<file path="config.mk">
export PLATFORM = sky130hd
export DESIGN_NAME = voice_allocator
export DESIGN_NICKNAME = d
export VERILOG_FILES = /design/src/rtl/voice_allocator.sv
export SDC_FILE = /design/constraint.sdc
export NUM_CORES = 1
export LEC_CHECK = 0
export BUFFER_PORTS_ARGS = -buffer_cell sky130_fd_sc_hd__buf_4
export CAP_MARGIN = 20
export CORE_ASPECT_RATIO = 1.5
export CORE_UTILIZATION = 50
export DETAILED_ROUTE_END_ITERATION = 12
export GPL_TIMING_DRIVEN = 0
export PLACE_DENSITY_LB_ADDON = 0.25
export SYNTH_ARGS = -nofsm -noshare
export SYNTH_HDL_FRONTEND = slang
export SYNTH_SLANG_ARGS = --single-unit
export TNS_END_PERCENT = 50
</file>
<file path="constraint.sdc">
create_clock -name clk -period 3 [get_ports clk]
set_input_delay 0.6 -clock clk [delete_from_list [all_inputs] [get_ports clk]]
set_output_delay 0.6 -clock clk [all_outputs]
set_load 0.005 [all_outputs]
</file>
<file path="src/rtl/voice_allocator.sv">
// Polyphonic voice scheduler: routes each accepted note request to the lowest free
// note player, or steals the oldest one when all are busy, and holds per-voice note data.
module voice_allocator #(
    parameter int unsigned NUM_VOICES = 3,
    parameter int unsigned NOTE_WIDTH = 6,
    parameter int unsigned DUR_WIDTH  = 6,
    parameter int unsigned STEAL      = 1
) (
    input  logic                             clk,
    input  logic                             reset,
    input  logic                             play,
    input  logic                             note_valid,
    input  logic [NOTE_WIDTH-1:0]            note,
    input  logic [DUR_WIDTH-1:0]             duration,
    output logic                             note_ready,
    input  logic [NUM_VOICES-1:0]            note_done,
    output logic [NUM_VOICES-1:0]            load_new_note,
    output logic [NUM_VOICES*NOTE_WIDTH-1:0] voice_note,
    output logic [NUM_VOICES*DUR_WIDTH-1:0]  voice_duration,
    output logic [NUM_VOICES-1:0]            voice_busy,
    output logic                             stolen
);

    localparam int unsigned IDX_W  = 2;
    localparam int unsigned RANK_W = 2;
    localparam logic [RANK_W-1:0] RANK_OLDEST = RANK_W'(NUM_VOICES - 1);

    logic [RANK_W-1:0]     rank [NUM_VOICES];
    logic [NUM_VOICES-1:0] free_c;
    logic                  any_free_c;
    logic                  xfer_c;
    logic                  load_c;
    logic [IDX_W-1:0]      target_c;
    logic [NUM_VOICES-1:0] load_vec_c;
    logic [RANK_W-1:0]     target_rank_c;

    // A voice finishing this cycle is immediately reusable.
    assign free_c     = ~voice_busy | note_done;
    assign any_free_c = |free_c;
    assign note_ready = play & (any_free_c | (STEAL != 0));
    assign xfer_c     = note_valid & note_ready;
    assign load_c     = xfer_c & (duration != '0);

    // Target selection: lowest free voice, else the oldest by age rank.
    always_comb begin
        target_c = '0;
        if (any_free_c) begin
            for (int i = int'(NUM_VOICES) - 1; i >= 0; i--) begin
                if (free_c[i]) begin
                    target_c = IDX_W'(i);
                end
            end
        end else begin
            for (int i = 0; i < int'(NUM_VOICES); i++) begin
                if (rank[i] == RANK_OLDEST) begin
                    target_c = IDX_W'(i);
                end
            end
        end
    end

    always_comb begin
        load_vec_c    = load_c ? (NUM_VOICES'(1) << target_c) : '0;
        target_rank_c = '0;
        for (int i = 0; i < int'(NUM_VOICES); i++) begin
            if (load_vec_c[i]) begin
                target_rank_c = rank[i];
            end
        end
    end

    // Voice state, age ranks and load/steal pulses.
    always_ff @(posedge clk) begin
        if (reset) begin
            voice_busy     <= '0;
            load_new_note  <= '0;
            stolen         <= 1'b0;
            voice_note     <= '0;
            voice_duration <= '0;
            for (int i = 0; i < int'(NUM_VOICES); i++) begin
                rank[i] <= RANK_W'(i);
            end
        end else begin
            load_new_note <= load_vec_c;
            stolen        <= load_c & ~any_free_c;
            for (int i = 0; i < int'(NUM_VOICES); i++) begin
                if (load_vec_c[i]) begin
                    voice_busy[i]                                <= 1'b1;
                    voice_note[i*NOTE_WIDTH +: NOTE_WIDTH]       <= note;
                    voice_duration[i*DUR_WIDTH +: DUR_WIDTH]     <= duration;
                    rank[i]                                      <= '0;
                end else begin
                    if (note_done[i]) begin
                        voice_busy[i] <= 1'b0;
                    end
                    // Voices younger than the reloaded one age by one step.
                    if (load_c && (rank[i] < target_rank_c)) begin
                        rank[i] <= rank[i] + 1'b1;
                    end
                end
            end
        end
    end

endmodule
</file>
==> flow_summary.yaml <==
detailed_routing:
  via_count: 1858
  wirelength_um: 4857
  avgRoutedWirePerCell_um: 13.84
  initialDrtViolationCount: 56
  drt_first_pass_iters: 4
  drtAntennaViolNets: 0
  drc_errors: 0
  via_per_inst: 5.293
die:
  die_area_um2: 4300
  core_um2: 3750
  initial_core_util_pct: 53.82
  fp-row-count: 27
  fp.dieW_um: 53.88
  die_y_um: 79.81
  io_pins: 63
setup_path:
  setup.worst_path.end_class: "flop"
  r2r-end: "rank[0][0]"
  critPathArrivalTime_ns: 2.52
  path_class: "flop to flop"
  start_kind: "flop"
  cp-startpoint: "rank[2][0]"
  worstRegToRegCells: 8
  r2r_slack_ns: 0.50
  worstPathRequired_ns: 3.02
  crit_end: "rank[0][0]"
  worstReg2RegStart: "rank[2][0]"
  critical_path.max_fanout: 4
grt:
  grtUsageMet2_pct: 41.11
  grt_usage_pct: 25.02
  grt_max_degree: 15
  met1_usage_pct: 29.05
  grt_remaining_overflow: 0
  grt_pass1_wl_um: 7803
  top_usage_layer: "met2"
  grt.met3_usage_pct: 6.857
  grt_pass1_vias: 1669
  antenna_found_initial: 0
synth:
  ys_ff_latch: 49
  syn_area_per_cell_um2: 8.480
  async_flop_share_pct: 0
  yosysWarnings: 0
  synth.distinct_cells: 37
  syn_inst: 238
  synth_area_leaders: "dfxtp_1 43%, nand2_1 15%, a21oi_1 10%"
  synthesis.area_um2: 2018
  synth-edff-count: 6
  ys_seq_area_share_pct: 51.58
  synth_flop_cell: "dfxtp_1"
  synth_top_area_share_pct: 42.65
  syn_nets: 259
  yosys.area.top_type: "dfxtp_1"
pwr:
  power_w: 0.001167
  peakVddDrop_mv: 0.4448
  p_comb_share_pct: 8.8
  p_int_w: 0.0008906
  leakagePower_nw: 1.040
  clkPwrFrac_pct: 32.4
  p_sw_share_pct: 23.70
  switchingPower_w: 0.0002767
  pwr_density_cell_nw_per_um2: 445.5
  seqPwrFrac_pct: 58.8
timing:
  fin_ws_ns: 0.4978
  period_share_pct: 83.41
  fin_tns_setup_ns: 0
  rsz0062_at_grt: "false"
  fin_worst_skew_ns: 0.004449
  slew_viol_final: 0
  worstMarginPinSlew_ns: 0.5675
  period_needed_ns: 2.502
  finalHoldViolations: 0
  fmax_ghz: 0.3996
  setup_violations: 0
  slew_headroom_pct: 62.17
final_layout:
  area_growth_pct: 29.82
  utilization_pct: 69.87
  n_antenna_cell: 0
  fin_area_um2: 2620
  nNetsFinal: 328
  drive_gt1_share_pct: 25.97
flow_run:
  drv_cap: 0
placement:
  pre_cts_slack_ns: 0.2846
  dpl.hpwl_um: 3627
  post_dp_cell_area_um2: 2537
  port_buffers: 62
  gp_congestion: 0.9280
clock_network:
  cts-hold-fix-buffers: 0
  root_buffer: "clkbuf_8"
  clock_path_buffers: 2
  cts_setup_buffers: 0
  cts_tree: "built"
  clock_latency_ns: 0.30
  clkTransAtPathRegs_ns: 0.09
  cts_sinks: 49
  htreeDepth: 2
  cts_resized: 0
  cts_buffers: 5
status:
  status: "finished, final reports clean"
worst_hold_path:
  hp-class: "flop to flop"
[cell usage after synthesis (2+ instances only)]
library cell,count
ha_1,2
nor4_1,2
nand2_1,80
maj3_1,2
nor3_1,2
and2_1,3
a21oi_1,41
dfxtp_1,43
nor2_1,9
clkbuf_1,11
edfxtp_1,6
a211o_1,2
nand3_1,3
inv_1,3
nor4_2,2
nand2b_1,3
a21o_1,4
[metrics by stage]
| step | instances | hold slack, ns |
|---|---|---|
| global placement | 343 | 0.4418 |
| global route | 351 | 0.4776 |
| floorplan | 238 | 0.4527 |
| finish | 351 | 0.4579 |
| detailed placement | 343 | 0.4468 |
| CTS | 351 | 0.4589 |
[state kept, by name (all words and copies together), names as in the netlist]
| register | cells |
|---|---|
| load_new_note | 3 |
| rank | 6 |
| stolen | 1 |
| voice_busy | 3 |
| voice_duration | 18 |
| voice_note | 18 |
[routing by layer]
| layer | vias to the layer above | wire length [µm] |
|---|---|---|
| met2 | 53 | 2545 |
| met3 | 10 | 254 |
| met1 | 854 | 1965 |
| met4 | 0 | 92 |
| met5 | - | 0 |
| li1 | 941 | - |
[final cells by class]
cell class	count	area, µm²
Multi-Input combinational cell	173	912.1
Clock inverter	1	6.256
Buffer	13	53.80
Fill cell	327	1130
Inverter	3	11.26
Tap cell	43	53.80
Clock buffer	7	76.32
Timing Repair Buffer	62	465.4
Sequential cell	49	1041
[cell usage in the layout, fill, tap and decap left out, types with 3 or more instances in the layout]
cell      synthesis  final
clkbuf_1         11     13
dfxtp_1          43     43
nand2_1          80     80
nand2b_1          3      3
a21oi_1          41     41
clkbuf_8          0      5
nor2_1            9      9
inv_1             3      3
and2_1            3      3
buf_4             1     63
edfxtp_1          6      6
a21o_1            4      4
nand3_1           3      3
[power by group through the flow]
| stage | combinational [W] | sequential, W | clock (W) |
|---|---|---|---|
| final | 0.000103 | 0.000686 | 0.000378 |
| after global routing | 0.000113 | 0.000689 | 0.000410 |
| after CTS | 0.000104 | 0.000687 | 0.000385 |
| after detailed placement | 0.000103 | 0.000702 | 0 |
| after global placement | 0.000102 | 0.000702 | 0 |
| after floorplan | 0.0000463 | 0.000701 | 0 |
[worst min path at each step]
stage	startpoint	to	slack, ns	depth (start not counted)
floorplan	voice_duration[0]	voice_duration[0]	0.45	2
global placement	voice_note[10]	voice_note[10]	0.44	2
detailed placement	voice_duration[11]	voice_duration[11]	0.45	2
CTS	voice_duration[11]	voice_duration[11]	0.46	2
global route	voice_note[0]	voice_note[0]	0.48	2
finish	voice_duration[11]	voice_duration[11]	0.46	2
[worst max-delay path: stages (launching register included)]
cell and delay [ns]:
edfxtp_1 0.41, inv_1 0.06, ha_1 0.24, nor3b_2 0.34, a21o_1 0.24, nand3_1 0.12, a211o_1 0.36, maj3_1 0.36
nand2_1 0.11
[kinds of logic after synthesis]
group / count (synthesis) / synth area share [%]
adders and majority gates: 5 / 2.790
AOI/OAI and AO/OA: 53 / 15.81
and+or+nand+nor: 115 / 26.60
buffers and inverters: 16 / 3.224
DFF: 49 / 51.58
(Power assumes the default switching activity.)
